<file path="config.mk">
export PLATFORM = sky130hd
export DESIGN_NAME = pixart_i2c_target
export DESIGN_NICKNAME = d
export VERILOG_FILES = /design/src/rtl/pixart_pkg.sv /design/src/rtl/i2c_line_filter.sv /design/src/rtl/pixart_i2c_target.sv
export SDC_FILE = /design/constraint.sdc
export NUM_CORES = 1
export LEC_CHECK = 0
export BUFFER_PORTS_ARGS = -buffer_cell sky130_fd_sc_hd__buf_2
export CORE_AREA = 2 2 89 91
export CTS_CLUSTER_DIAMETER = 100
export DETAILED_ROUTE_END_ITERATION = 7
export DIE_AREA = 0 0 91 93
export PLACE_DENSITY = 0.89
export SYNTH_ARGS = -nofsm -noshare
export SYNTH_HDL_FRONTEND = slang
export SYNTH_SLANG_ARGS = --single-unit
</file>
<file path="constraint.sdc">
create_clock -name clk -period 2.2 [get_ports clk]
set_clock_uncertainty 0.1 [all_clocks]
set_input_delay 0.22 -clock clk [delete_from_list [all_inputs] [get_ports clk]]
set_output_delay 0.22 -clock clk [all_outputs]
set_load 0.05 [all_outputs]
</file>
<file path="src/rtl/pixart_pkg.sv">
// Shared definitions for the PixArt IR camera I2C emulation: address, report layout and FSM encoding.
package pixart_pkg;

  localparam logic [6:0] DEFAULT_ADDR = 7'h58;
  localparam int         REPORT_LEN   = 16;
  localparam int         IDX_W        = $clog2(REPORT_LEN);
  localparam logic [7:0] NO_BLOB      = 8'hFF;

  typedef enum logic [2:0] {
    ST_IDLE     = 3'd0,
    ST_ADDR     = 3'd1,
    ST_ADDR_ACK = 3'd2,
    ST_PTR      = 3'd3,
    ST_WR_BYTE  = 3'd4,
    ST_WR_ACK   = 3'd5,
    ST_RD_BYTE  = 3'd6,
    ST_RD_ACK   = 3'd7
  } i2c_state_e;

  // Only report bytes 1..3 depend on the blob inputs; the rest are constants.
  typedef struct packed {
    logic [7:0] b1;
    logic [7:0] b2;
    logic [7:0] b3;
  } blob_rec_t;

  function automatic blob_rec_t pack_blob(input logic [9:0] x, input logic [9:0] y,
                                          input logic valid, input logic [3:0] size);
    blob_rec_t r;
    if (valid) begin
      r.b1 = x[7:0];
      r.b2 = y[7:0];
      r.b3 = {y[9:8], x[9:8], size};
    end else begin
      r.b1 = NO_BLOB;
      r.b2 = NO_BLOB;
      r.b3 = NO_BLOB;
    end
    return r;
  endfunction

  function automatic logic [7:0] report_byte(input logic [IDX_W-1:0] idx, input blob_rec_t rec);
    logic [7:0] b;
    case (idx)
      4'd0:    b = 8'h00;
      4'd1:    b = rec.b1;
      4'd2:    b = rec.b2;
      4'd3:    b = rec.b3;
      default: b = NO_BLOB;
    endcase
    return b;
  endfunction

endpackage

</file>
<file path="src/rtl/i2c_line_filter.sv">
// Synchronises and deglitches one SCL/SDA pair and flags SCL edges plus START/STOP conditions.
module i2c_line_filter #(
  parameter int FILTER = 2
) (
  input  logic clk,
  input  logic rst_n,
  input  logic scl,
  input  logic sda,
  output logic sda_level,
  output logic scl_rise,
  output logic scl_fall,
  output logic start_det,
  output logic stop_det
);

  logic [1:0]        scl_sync_r, sda_sync_r;
  logic [FILTER-1:0] scl_hist_r, sda_hist_r;
  logic              scl_flt_r, sda_flt_r, scl_prev_r, sda_prev_r;
  logic              sda_level_r, scl_rise_r, scl_fall_r, start_r, stop_r;

  // Synchroniser, sample history and filtered levels; a level is accepted only once all samples agree.
  always_ff @(posedge clk or negedge rst_n) begin
    if (!rst_n) begin
      scl_sync_r <= 2'b11;
      sda_sync_r <= 2'b11;
      scl_hist_r <= '1;
      sda_hist_r <= '1;
      scl_flt_r  <= 1'b1;
      sda_flt_r  <= 1'b1;
      scl_prev_r <= 1'b1;
      sda_prev_r <= 1'b1;
    end else begin
      scl_sync_r <= {scl_sync_r[0], scl};
      sda_sync_r <= {sda_sync_r[0], sda};
      scl_hist_r <= FILTER'({scl_hist_r, scl_sync_r[1]});
      sda_hist_r <= FILTER'({sda_hist_r, sda_sync_r[1]});
      if (&scl_hist_r) scl_flt_r <= 1'b1;
      else if (~|scl_hist_r) scl_flt_r <= 1'b0;
      else scl_flt_r <= scl_flt_r;
      if (&sda_hist_r) sda_flt_r <= 1'b1;
      else if (~|sda_hist_r) sda_flt_r <= 1'b0;
      else sda_flt_r <= sda_flt_r;
      scl_prev_r <= scl_flt_r;
      sda_prev_r <= sda_flt_r;
    end
  end

  // Registered edge and bus-condition strobes, aligned with the registered SDA level.
  always_ff @(posedge clk or negedge rst_n) begin
    if (!rst_n) begin
      sda_level_r <= 1'b1;
      scl_rise_r  <= 1'b0;
      scl_fall_r  <= 1'b0;
      start_r     <= 1'b0;
      stop_r      <= 1'b0;
    end else begin
      sda_level_r <= sda_flt_r;
      scl_rise_r  <= scl_flt_r & ~scl_prev_r;
      scl_fall_r  <= ~scl_flt_r & scl_prev_r;
      start_r     <= scl_flt_r & scl_prev_r & sda_prev_r & ~sda_flt_r;
      stop_r      <= scl_flt_r & scl_prev_r & ~sda_prev_r & sda_flt_r;
    end
  end

  assign sda_level = sda_level_r;
  assign scl_rise  = scl_rise_r;
  assign scl_fall  = scl_fall_r;
  assign start_det = start_r;
  assign stop_det  = stop_r;

endmodule

</file>
<file path="src/rtl/pixart_i2c_target.sv">
// I2C responder emulating the PixArt IR camera: accepts config writes and serves a 16-byte blob report.
module pixart_i2c_target
  import pixart_pkg::*;
#(
  parameter logic [6:0] I2C_ADDR  = DEFAULT_ADDR,
  parameter int         FILTER    = 2,
  parameter logic [3:0] BLOB_SIZE = 4'h2
) (
  input  logic       clk,
  input  logic       reset,
  input  logic       i2c_scl,
  input  logic       i2c_sda_in,
  output logic       i2c_sda_out,
  output logic       i2c_sda_dir,
  input  logic [9:0] blob_x,
  input  logic [9:0] blob_y,
  input  logic       blob_valid,
  output logic       cfg_wr_en,
  output logic [7:0] cfg_wr_addr,
  output logic [7:0] cfg_wr_data,
  output logic       busy
);

  logic sda_level_s, scl_rise_s, scl_fall_s, start_s, stop_s;

  i2c_line_filter #(.FILTER(FILTER)) u_filter (
    .clk       (clk),
    .rst_n     (reset),
    .scl       (i2c_scl),
    .sda       (i2c_sda_in),
    .sda_level (sda_level_s),
    .scl_rise  (scl_rise_s),
    .scl_fall  (scl_fall_s),
    .start_det (start_s),
    .stop_det  (stop_s)
  );

  i2c_state_e       state_r;
  logic [3:0]       bit_cnt_r;
  logic [7:0]       shift_r;
  logic [7:0]       pointer_r;
  logic [IDX_W-1:0] rd_idx_r;
  blob_rec_t        rec_r;
  logic             rw_r, ack_drv_r, ptr_inc_r;
  logic             sda_dir_r, cfg_wr_en_r, busy_r;
  logic [7:0]       cfg_wr_addr_r, cfg_wr_data_r;

  logic [7:0] shift_next_s, rd_byte_s, rd_first_s;
  logic [2:0] rd_sel_s;
  logic       rd_bit_s;
  blob_rec_t  rec_now_s;

  // Datapath helpers: next shifted byte and the report bit to present on the next SCL fall.
  always_comb begin
    shift_next_s = {shift_r[6:0], sda_level_s};
    rec_now_s    = pack_blob(blob_x, blob_y, blob_valid, BLOB_SIZE);
    rd_first_s   = report_byte(4'd0, rec_now_s);
    rd_byte_s    = report_byte(rd_idx_r, rec_r);
    rd_sel_s     = 3'd7 - bit_cnt_r[2:0];
    rd_bit_s     = rd_byte_s[rd_sel_s];
  end

  // Protocol FSM; STOP and START override every state, SDA only moves on filtered SCL falls.
  always_ff @(posedge clk or negedge reset) begin
    if (!reset) begin
      state_r       <= ST_IDLE;
      bit_cnt_r     <= 4'd0;
      shift_r       <= 8'h00;
      pointer_r     <= 8'h00;
      rd_idx_r      <= '0;
      rec_r         <= '1;
      rw_r          <= 1'b0;
      ack_drv_r     <= 1'b0;
      ptr_inc_r     <= 1'b0;
      sda_dir_r     <= 1'b0;
      cfg_wr_en_r   <= 1'b0;
      cfg_wr_addr_r <= 8'h00;
      cfg_wr_data_r <= 8'h00;
      busy_r        <= 1'b0;
    end else begin
      cfg_wr_en_r <= 1'b0;
      if (stop_s) begin
        state_r   <= ST_IDLE;
        sda_dir_r <= 1'b0;
        busy_r    <= 1'b0;
        bit_cnt_r <= 4'd0;
        ack_drv_r <= 1'b0;
      end else if (start_s) begin
        state_r   <= ST_ADDR;
        sda_dir_r <= 1'b0;
        bit_cnt_r <= 4'd0;
        ack_drv_r <= 1'b0;
      end else begin
        case (state_r)
          ST_IDLE: begin
            state_r <= ST_IDLE;
          end
          ST_ADDR: begin
            if (scl_rise_s) begin
              shift_r   <= shift_next_s;
              bit_cnt_r <= bit_cnt_r + 4'd1;
              if (bit_cnt_r == 4'd7) begin
                bit_cnt_r <= 4'd0;
                if (shift_next_s[7:1] == I2C_ADDR) begin
                  state_r <= ST_ADDR_ACK;
                  rw_r    <= shift_next_s[0];
                  busy_r  <= 1'b1;
                end else begin
                  state_r <= ST_IDLE;
                  busy_r  <= 1'b0;
                end
              end
            end
          end
          ST_ADDR_ACK: begin
            if (scl_fall_s) begin
              if (!ack_drv_r) begin
                sda_dir_r <= 1'b1;
                ack_drv_r <= 1'b1;
              end else begin
                ack_drv_r <= 1'b0;
                // The fall that ends the ACK also presents the first report bit.
                if (rw_r) begin
                  state_r   <= ST_RD_BYTE;
                  rec_r     <= rec_now_s;
                  rd_idx_r  <= '0;
                  sda_dir_r <= ~rd_first_s[7];
                  bit_cnt_r <= 4'd1;
                end else begin
                  state_r   <= ST_PTR;
                  sda_dir_r <= 1'b0;
                  bit_cnt_r <= 4'd0;
                end
              end
            end
          end
          ST_PTR: begin
            if (scl_rise_s) begin
              shift_r   <= shift_next_s;
              bit_cnt_r <= bit_cnt_r + 4'd1;
              if (bit_cnt_r == 4'd7) begin
                bit_cnt_r <= 4'd0;
                pointer_r <= shift_next_s;
                ptr_inc_r <= 1'b0;
                state_r   <= ST_WR_ACK;
              end
            end
          end
          ST_WR_BYTE: begin
            if (scl_rise_s) begin
              shift_r   <= shift_next_s;
              bit_cnt_r <= bit_cnt_r + 4'd1;
              if (bit_cnt_r == 4'd7) begin
                bit_cnt_r     <= 4'd0;
                cfg_wr_en_r   <= 1'b1;
                cfg_wr_addr_r <= pointer_r;
                cfg_wr_data_r <= shift_next_s;
                ptr_inc_r     <= 1'b1;
                state_r       <= ST_WR_ACK;
              end
            end
          end
          ST_WR_ACK: begin
            if (scl_fall_s) begin
              if (!ack_drv_r) begin
                sda_dir_r <= 1'b1;
                ack_drv_r <= 1'b1;
              end else begin
                sda_dir_r <= 1'b0;
                ack_drv_r <= 1'b0;
                bit_cnt_r <= 4'd0;
                state_r   <= ST_WR_BYTE;
                if (ptr_inc_r) pointer_r <= pointer_r + 8'd1;
              end
            end
          end
          ST_RD_BYTE: begin
            if (scl_fall_s) begin
              if (bit_cnt_r == 4'd8) begin
                sda_dir_r <= 1'b0;
                bit_cnt_r <= 4'd0;
                state_r   <= ST_RD_ACK;
              end else begin
                sda_dir_r <= ~rd_bit_s;
                bit_cnt_r <= bit_cnt_r + 4'd1;
              end
            end
          end
          ST_RD_ACK: begin
            if (scl_rise_s) begin
              bit_cnt_r <= 4'd0;
              sda_dir_r <= 1'b0;
              if (!sda_level_s) begin
                rd_idx_r <= rd_idx_r + 4'd1;
                state_r  <= ST_RD_BYTE;
              end else begin
                state_r <= ST_IDLE;
                busy_r  <= 1'b0;
              end
            end
          end
          default: begin
            state_r   <= ST_IDLE;
            sda_dir_r <= 1'b0;
            busy_r    <= 1'b0;
          end
        endcase
      end
    end
  end

  assign i2c_sda_out = 1'b0;
  assign i2c_sda_dir = sda_dir_r;
  assign cfg_wr_en   = cfg_wr_en_r;
  assign cfg_wr_addr = cfg_wr_addr_r;
  assign cfg_wr_data = cfg_wr_data_r;
  assign busy        = busy_r;

endmodule

</file>
==> results.md, run 1 <==
- Power density relative to cell area: 732 mW/mm²
- Syn_nets: 451
- Clock H-tree levels: 3
- Number of clock sinks: 85
- Number of cell instances on the worst register-to-register path: 6
- Wirelength, routed: 9230 µm
- Setup_tns: 0 ps
- Half-perimeter wire length of the detailed placement result: 6270 µm
- Number of max-cap violations: 0
- Proportion of layout cells with a drive suffix above 1: 31.6%
- Rel. slew slack: 60.1%
- Hold Path Sink: rec_r[20]
- CTS tree: done
- Vias after detailed routing: 3342
- Peak supply drop: 0.588 mV
- Number of instances in the synthesized netlist: 417
- Ys flop type: dfrtp_1
- Period utilization: 93.9%
- Number of synthesized flops with an enable pin: 0
- Arrival time at the worst endpoint: 2240 ps
- Critical Path End Type: register
- Mapped cell area: 0.00432 mm²
- Via count of the first global-routing pass: 3219
- Core utilization of the finished layout: 65.4%
- Highest fanout seen on the critical path: 7
- Type of element launching the critical path: register
- Routed length on met2: 4580 µm
- Clock root buffer: clkbuf_8
- Largest stage delay, worst path: 420 ps
- Post-route DRC violation count: 0
- Share of synthesized registers carrying an async set or reset: 100%
- Critical path type: register to register
- Worst endpoint required time: 2380 ps
- Number of antenna violations at the first check in global routing: 0
- Post-CTS setup buffer count: 0
- Initial DRT Pass Iterations: 5
- Mean post-synth cell area: 10.4 µm²
- Most prevalent standard cell on the critical path: or3_1
- Source-to-sink clock delay at the later pin of the worst-skew pair: 360 ps
- Leading cell type in the layout, fill and taps excluded: dfrtp_1
- Capture instance of the worst register-to-register path: busy
- IO Count: 45
- Detail-routed net length per standard cell: 16.3 µm
- Via density per instance: 5.89
- Number of buffers inserted during clock tree synthesis: 9
- Highest metal layer with signal wires: met4
- Slowest stage cell, crit path: dfrtp_2
- Most frequent cells in the layout: dfrtp_1, nand2_1, buf_2
- Kind of cell adding the most delay to the critical path: simple AND/OR/NAND/NOR gates
- Clk buf depth: 2
- Number of unique standard cell types used by synthesis: 62
- Fin. Hold Viols: 0
- Layout net count: 494
- Number of warning messages in the yosys log: 0
- Tightest Pin Transition: 599 ps
- Chip Height: 93 µm
- CTS clk-pin slew, worst paths: 90 ps
- Static power due to leakage: 2.30 nW
- Area added between synthesis and finish: 13.9%
- Met3 wire length: 417 µm
- Setup repair after global routing missed its margin: no
- Global placement routability congestion: 0.911
- Die W: 91 µm
- HP Start: blob_x[4]
- Result of the run: finished, final reports clean
- Achievable clock frequency: 484 MHz
- Total global routing overflow: 0
- Post-layout minimum cycle time: 2070 ps
- Kind of path behind the tightest hold check: input port to register
- Final setup fails: 0
- DIE AREA: 0.00846 mm²
- List of cells traversed by the critical path: ha_1, nand3b_1, or3_1, a211o_1, or3_1, a21oi_1
- Number of placement rows: 32
- Starting Density: 57.4%
- Post-synthesis sequential area ratio: 50.2%
- Startpoint of the lowest-slack register-to-register path: bit_cnt_r[1]
- First-pass GRT wire length: 15600 µm
- Ant diodes: 0
- Cells on Worst Hold Path: 3
- Largest net degree at the start of global routing: 46
- Reg-to-reg setup timing slack: 130 ps
- Iteration-0 DRC Markers: 296
- Worst Path Buf+Inv: 0
- Number of register bits inferred by synthesis: 85
- Standard cell core area: 0.00753 mm²
- Pins over their slew limit: 0
- Total routing resource utilization after global routing: 23.2%
- Count of buffers inserted at the top-level ports: 43
- Antenna-violating nets left: 0
- Wire length on met1: 4110 µm
- Launch point of the critical path: bit_cnt_r[1]
-- worst reg2reg max path, cell delays in order (launching register included) --
cell and delay (ps):
dfrtp_2 420, ha_1 210, nand3b_1 140, or3_1 350
a211o_1 270, or3_1 320, a21oi_1 180
-- power breakdown --
group | total, mW | switching, mW | internal, mW
sequential | 1.77 | 0.114 | 1.66
clock | 1.26 | 0.598 | 0.659
combinational | 0.578 | 0.311 | 0.268
-- synth_stat cells (7+ instances only) --
master    count  area, µm²
ha_1          9        113
o21ai_0      37        185
a21oi_1      16       80.1
mux2_2       26        293
nor2_1       11       41.3
nor2b_1      25        156
dfstp_2      33        867
nand2b_1      7       43.8
nand3_1      21        105
nand2_1      47        176
clkbuf_1     17       63.8
dfrtp_1      52       1300
-- flip-flops by register name, summed over array words and instances, names as in the netlist, 2 cells and up --
name / count
rd_idx_r: 4
cfg_wr_addr: 8
u_filter.sda_hist_r: 2
rec_r: 21
u_filter.sda_sync_r: 2
u_filter.scl_hist_r: 2
u_filter.scl_sync_r: 2
cfg_wr_data: 8
shift_r: 7
state_r: 3
pointer_r: 8
bit_cnt_r: 4
-- repair_timing --
item / CTS / global route
resized for setup: 0 / 2
endpoints found under the hold margin: 40 / 0
hold buffers: 3 / 0
endpoints found under the setup margin: 0 / 4
-- kinds of logic after synthesis --
group	count (synthesis)	synth area share, %
flip-flops	85	50.2
AND/OR/NAND/NOR	156	19.7
AO/OA/AOI/OAI	101	15.7
XOR/XNOR	1	0.203
buffers and inverters	36	4.37
other	1	0.0867
adder cells (fa/ha/maj)	9	2.60
multiplexers	28	7.24
-- layer usage --
metal / global-route usage [%] / vias to the layer above
met1: 30.6 / 1646
met4: 8.21 / 0
li1: - / 1575
met2: 39.0 / 108
met5: 0 / -
met3: 4.11 / 13
-- worst max path at each step --
| stage | endpoint | cells past startpoint |
|---|---|---|
| 2_1_floorplan | cfg_wr_addr[0] | 6 |
| 3_3_place_gp | state_r[1] | 6 |
| 3_5_place_dp | state_r[2] | 6 |
| 4_1_cts | state_r[2] | 6 |
| 5_1_grt | state_r[2] | 6 |
| 6_report | busy | 6 |
-- stage by stage --
stage                     setup WS (ps)  hold slack, ps  instances  total power [mW]  area, µm²
final                               134            17.0        567              3.60       4920
after global routing               2.59            36.4        567              3.76       4920
after CTS                          74.9            4.67        567              3.63       4920
after detailed placement           70.5             164        548              2.35       4660
after global placement              141             154        548              2.31       4660
after floorplan                     196            -176        417              2.16       4320
-- layout make-up --
class                   count  area, µm²
flip-flops and latches     85       2170
clock inverters             7        106
inverters                   6       22.5
clock buffers               9        124
repair buffers             62        405
well taps                 102        128
fillers                   594       2610
multi-input cells         296       1970
Note: power is estimated with default switching activity, not from simulation.
==> run 2: changes to the inputs <==
--- a/config.mk
+++ b/config.mk
@@ -6,10 +6,10 @@
 export NUM_CORES = 1
 export LEC_CHECK = 0
 export BUFFER_PORTS_ARGS = -buffer_cell sky130_fd_sc_hd__buf_2
-export CORE_AREA = 2 2 89 91
+export CORE_AREA = 2 2 68 119
 export CTS_CLUSTER_DIAMETER = 100
 export DETAILED_ROUTE_END_ITERATION = 7
-export DIE_AREA = 0 0 91 93
+export DIE_AREA = 0 0 70 121
 export PLACE_DENSITY = 0.89
 export SYNTH_ARGS = -nofsm -noshare
 export SYNTH_HDL_FRONTEND = slang
==> results.md, run 2 (synthesized netlist as in run 1, its figures left out) <==
- Layout filler cell count: 551
- Critical Path End Type: register
- Type of element launching the critical path: register
- Power density relative to cell area: 749 mW/mm²
- Number of antenna violations at the first check in global routing: 0
- Post-layout instance area: 0.00495 mm²
- Setup_tns: 0 ps
- Number of cell instances on the worst register-to-register path: 5
- Antenna-violating nets left: 0
- Post-route worst setup slack: 22.4 ps
- Count of buffers inserted at the top-level ports: 43
- Post-route DRC violation count: 0
- Slowest stage cell, crit path: dfrtp_1
- Number of clock sinks: 85
- Starting Density: 57.9%
- Pins over their slew limit: 0
- DIE AREA: 0.00847 mm²
- Clock root buffer: clkbuf_16
- Capture instance of the worst register-to-register path: bit_cnt_r[2]
- Most frequent cells in the layout: dfrtp_1, nand2_1, buf_2
- Wirelength, routed: 8840 µm
- Rel. slew slack: 61.1%
- Via count of the first global-routing pass: 3391
- Clock H-tree levels: 3
- Arrival time at the worst endpoint: 2290 ps
- Worst Path Buf+Inv: 0
- Cell area after placement: 0.00464 mm²
- Global placement routability congestion: 0.850
- Reg-to-reg setup timing slack: 20 ps
- Period utilization: 99.0%
- Number of placement rows: 42
- Result of the run: finished, final reports clean
- Proportion of layout cells with a drive suffix above 1: 31.9%
- Area used by multi-input combinational logic: 0.00197 mm²
- Largest register by flop count: rec_r
- Detail-routed net length per standard cell: 15.9 µm
- Critical path type: register to register
- Core utilization of the finished layout: 66.4%
- CTS tree: done
- Total global routing overflow: 0
- Static power due to leakage: 2.32 nW
- Footprint of the flip-flops and latches: 0.00217 mm²
- Initial DRT Pass Iterations: 4
- Ant diodes: 0
- Fin. Hold Viols: 0
- Vias after detailed routing: 3341
- IO Count: 45
- Total routing resource utilization after global routing: 22.7%
- Number of buffers inserted during clock tree synthesis: 9
- First-pass GRT wire length: 15300 µm
- Half-perimeter wire length of the detailed placement result: 6350 µm
- Chip Height: 121 µm
- List of cells traversed by the critical path: nor2b_1, a311o_1, a31oi_2, a21oi_1, a211oi_1
- Startpoint of the lowest-slack register-to-register path: u_filter.scl_rise
- Worst endpoint required time: 2310 ps
- Hold Path Sink: rec_r[18]
- Largest stage delay, worst path: 560 ps
- Achievable clock frequency: 459 MHz
- Tightest Pin Transition: 583 ps
- Standard cell core area: 0.00746 mm²
- Iteration-0 DRC Markers: 215
- Pre-CTS setup slack: 29.9 ps
- CTS clk-pin slew, worst paths: 60 ps
- Clk buf depth: 2
- Source-to-sink clock delay at the later pin of the worst-skew pair: 340 ps
- Largest net degree at the start of global routing: 47
- Post-layout minimum cycle time: 2180 ps
- Leading cell type in the layout, fill and taps excluded: dfrtp_1
- Kind of cell adding the most delay to the critical path: compound AO/OA/AOI/OAI gates
- Peak supply drop: 0.600 mV
- Layout net count: 496
- Kind of path behind the tightest hold check: input port to register
- Final setup fails: 0
- Via density per instance: 6.02
- Die W: 70 µm
- Number of max-cap violations: 0
- Highest fanout seen on the critical path: 13
- Area added between synthesis and finish: 14.6%
- Setup repair after global routing missed its margin: no
- Number of flip-flops under the largest register name: 21
- HP Start: blob_x[2]
- Cells on Worst Hold Path: 3
[run 2: changes by cell type in the layout (fill, tap and decap cells not counted), moves of 2 or more]
cell	delta
clkbuf_16	+9
inv_8	-2
buf_4	+3
bufinv_16	-2
clkbuf_8	-9
[run 2: worst register-to-register path: stages (launching register included)]
cell and delay, ps:
dfrtp_1 560, nor2b_1 230, a311o_1 340, a31oi_2 400
a21oi_1 80, a211oi_1 340
[run 2: metrics by stage]
stage          hold WS, ps  std cells  power [mW]
5_1_grt               61.7        555        3.89
3_3_place_gp           151        536        2.31
6_report              38.0        555        3.71
4_1_cts               32.9        555        3.73
3_5_place_dp           155        536        2.33
2_1_floorplan         -176        417        2.16
[run 2: repair_timing]
action / 4_1_cts / 5_1_grt
resized for setup: 0 / 3
hold endpoints to repair: 33 / 0
hold buffers: 3 / 0
setup buffers: 0 / 0
endpoints found under the setup margin: 0 / 34
[run 2: report_power, final]
part	switching [mW]	internal, mW	total [mW]
Clock	0.613	0.772	1.38
Sequential	0.143	1.66	1.80
Combinational	0.271	0.254	0.526
Total	1.03	2.68	3.71
[run 2: per-layer routing]
| layer | vias to the layer above | GRT usage, % | part of all wire [%] | routed length [µm] |
|---|---|---|---|---|
| li1 | 1581 | - | - | - |
| met1 | 1606 | 23.8 | 36 | 3190 |
| met2 | 117 | 39.5 | 54 | 4750 |
| met3 | 37 | 4.40 | 4.3 | 376 |
| met4 | 0 | 17.3 | 6.0 | 527 |
| met5 | - | 0 | 0 | 0 |
[run 2: area by class of cell]
type / count / share of cell area (%)
flip-flops and latches: 85 / 43.8
inverters: 6 / 0.455
multi-input cells: 296 / 39.7
clock buffers: 10 / 4.62
well taps: 88 / 2.22
clock inverters: 6 / 0.935
repair buffers: 64 / 8.23
[run 2: worst max-delay path by stage]
stage	start	end	slack, ps	depth (start not counted)
floorplan	bit_cnt_r[1]	cfg_wr_addr[0]	200	6
global placement	bit_cnt_r[1]	state_r[1]	140	6
detailed placement	state_r[0]	pointer_r[6]	30	7
CTS	state_r[0]	pointer_r[6]	5	7
global route	bit_cnt_r[1]	state_r[1]	10	6
finish	u_filter.scl_rise	bit_cnt_r[2]	20	5
==> run 3: changes to the inputs <==
--- a/config.mk
+++ b/config.mk
@@ -6,11 +6,12 @@
 export NUM_CORES = 1
 export LEC_CHECK = 0
 export BUFFER_PORTS_ARGS = -buffer_cell sky130_fd_sc_hd__buf_2
-export CORE_AREA = 2 2 68 119
+export CORE_AREA = 2 2 67 117
 export CTS_CLUSTER_DIAMETER = 100
 export DETAILED_ROUTE_END_ITERATION = 7
-export DIE_AREA = 0 0 70 121
+export DIE_AREA = 0 0 69 119
 export PLACE_DENSITY = 0.89
 export SYNTH_ARGS = -nofsm -noshare
 export SYNTH_HDL_FRONTEND = slang
+export SYNTH_HIERARCHICAL = 1
 export SYNTH_SLANG_ARGS = --single-unit
==> results.md, run 3 <==
- Result of the run: finished, final reports clean
- Final standard cell count with taps included and fillers excluded: 546
- Number of clock sinks: 85
- Starting Density: 56.9%
- Post-layout minimum cycle time: 2080 ps
- Via density per instance: 6.02
- Tightest Pin Transition: 541 ps
- CTS tree: done
- Count of buffers inserted at the top-level ports: 43
- Mapped cell area: 0.00419 mm²
- Number of antenna violations at the first check in global routing: 0
- Leading cell type in the layout, fill and taps excluded: dfrtp_1
- Final setup fails: 0
- Source-to-sink clock delay at the later pin of the worst-skew pair: 340 ps
- Via count of the first global-routing pass: 3442
- Post-synthesis sequential area ratio: 51.8%
- Power density relative to cell area: 677 mW/mm²
- Core utilization of the finished layout: 66.8%
- Clock H-tree levels: 3
- Area added between synthesis and finish: 17.3%
- First-pass GRT wire length: 15500 µm
- Global placement routability congestion: 0.885
- Post-CTS setup buffer count: 0
- Standard cell core area: 0.00736 mm²
- Iteration-0 DRC Markers: 211
- Antenna-violating nets left: 0
- Arrival time at the worst endpoint: 2190 ps
- Largest net degree at the start of global routing: 45
- Dominant cells by area after synthesis: dfrtp_1, dfstp_2, mux2_2
- Layout net count: 487
- Detail-routed net length per standard cell: 16.6 µm
- Achievable clock frequency: 482 MHz
- Proportion of layout cells with a drive suffix above 1: 31.9%
- Setup repair after global routing missed its margin: no
- Post-route worst setup slack: 125 ps
- Critical path type: register to register
- Largest register by flop count: rec_r
- Number of register bits inferred by synthesis: 85
- Number of flip-flops under the largest register name: 21
- Total routing resource utilization after global routing: 23.6%
- Initial DRT Pass Iterations: 5
- Share of the synthesized area in the top cell type: 31.1%
- Highest fanout seen on the critical path: 7
- Cell type with the highest aggregate area in the netlist: dfrtp_1
- Share of synthesized registers carrying an async set or reset: 100%
- Number of max-cap violations: 0
- Kind of path behind the tightest hold check: input port to register
- Layout filler cell count: 565
- Number of buffers inserted during clock tree synthesis: 9
- CTS clk-pin slew, worst paths: 60 ps
- Ys flop type: dfrtp_1
- Number of placement rows: 42
- Footprint of the flip-flops and latches: 0.00217 mm²
- Clk buf depth: 2
- Post-route DRC violation count: 0
- Fin. Hold Viols: 0
- Most repeated cell in the gate-level netlist after synthesis: dfrtp_1
- Critical Path End Type: register
- Pre-CTS setup slack: -44.4 ps
- Chip Height: 119 µm
- Most frequent cells in the layout: dfrtp_1, nand2_1, buf_2
- Type of element launching the critical path: register
- Total global routing overflow: 0
- Number of synthesized flops with an enable pin: 0
- IO Count: 45
- Mean post-synth cell area: 10.5 µm²
- Rel. slew slack: 63.9%
- Number of instances in the synthesized netlist: 400
- Worst endpoint required time: 2320 ps
- Area used by multi-input combinational logic: 0.00191 mm²
- Clock root buffer: clkbuf_16
- DIE AREA: 0.00821 mm²
- List of most frequent post-synthesis cells: dfrtp_1, nand2_1, o21ai_0, dfstp_2, mux2_2
- Peak supply drop: 0.457 mV
- Die W: 69 µm
- Ant diodes: 0
- Period utilization: 94.3%
- Vias after detailed routing: 3288
- Half-perimeter wire length of the detailed placement result: 6460 µm
- Post-placement cell count: 527
- Syn_nets: 434
- Overall Power: 3.33 mW
- Static power due to leakage: 2.37 nW
- Wirelength, routed: 9060 µm
- Pins over their slew limit: 0
- Number of warning messages in the yosys log: 6
- Number of unique standard cell types used by synthesis: 58
[run 3: cell types whose count changed after synthesis, moves of 6 or more]
| cell | change |
|---|---|
| clkbuf_1 | -11 |
| nand3_1 | -6 |
| buf_2 | +11 |
| o22a_1 | +6 |
| o22ai_1 | -6 |
| nor2_1 | +7 |
[run 3: area by class of cell]
class / instances / share of cell area [%]
Clock buffer: 12 / 4.81
Clock inverter: 4 / 0.993
Inverter: 10 / 0.764
Multi-Input combinational cell: 282 / 38.8
Sequential cell: 85 / 44.2
Tap cell: 88 / 2.24
Timing Repair Buffer: 65 / 8.20
[run 3: cells by family (layout without fill, tap and decap cells)]
group / count (synthesis) / after routing / share of synthesized area [%]
AOI/OAI and AO/OA: 93 / 93 / 14.7
xor gates and xnor gates: 3 / 3 / 0.627
adders and majority gates: 9 / 9 / 2.69
buffers and inverters: 33 / 91 / 3.58
DFF: 85 / 85 / 51.8
muxes: 29 / 29 / 7.89
other: 1 / 1 / 0.0895
and+or+nand+nor: 147 / 147 / 18.6
[run 3: timing repair]
item                       4_1_cts  5_1_grt
pin swaps                        0        1
hold endpoints to repair        23        0
hold buffers                     3        0
setup endpoints to repair        1        1
resized for setup                3        6
cloned                           0        0
[run 3: final timing paths]
| path | start | end | slack, ps | cells after the start |
|---|---|---|---|---|
| worst min register to register | u_filter/scl_sync_r[0] | u_filter/scl_sync_r[1] | 260 | 0 |
| min in group asynchronous | reset | i2c_sda_dir | 320 | 2 |
| worst max register to register | rd_idx_r[0] | i2c_sda_dir | 120 | 7 |
| worst max-delay path | rd_idx_r[0] | i2c_sda_dir | 120 | 7 |
| worst min-delay path | blob_x[5] | rec_r[21] | 40 | 3 |
| max in group asynchronous | reset | u_filter/sda_sync_r[1] | 1020 | 3 |
[run 3: per-layer routing]
| metal | part of all wire (%) | GRT usage [%] | wire [µm] | up-vias |
|---|---|---|---|---|
| met5 | 0 | 0 | 0 | - |
| met1 | 38 | 24.8 | 3400 | 1611 |
| met2 | 55 | 43.1 | 4970 | 102 |
| li1 | - | - | - | 1551 |
| met3 | 4.5 | 5.50 | 411 | 24 |
| met4 | 3.0 | 12.3 | 276 | 0 |
[run 3: worst max-delay path, cell delays in order, from the launching register on]
cell and delay (ps):
dfrtp_2 440, inv_1 100, ha_2 250, a22o_1 170, nor3_1 40, or4_1 540, a32oi_2 230, o41ai_2 100
[run 3: stage by stage]
stage	hold WS, ps	setup TNS [ps]	cell area, µm²
floorplan	-176	0	4190
global placement	130	0	4560
detailed placement	146	-44.4	4560
CTS	34.7	0	4890
global route	60.6	0	4910
finish	37.7	0	4910
[run 3: power by group]
| part | total, mW | leakage (nW) | switching [mW] | internal, mW |
|---|---|---|---|---|
| Combinational | 0.207 | 1.16 | 0.112 | 0.0954 |
| Sequential | 1.66 | 1.07 | 0.0525 | 1.61 |
| Clock | 1.46 | 0.141 | 0.580 | 0.878 |
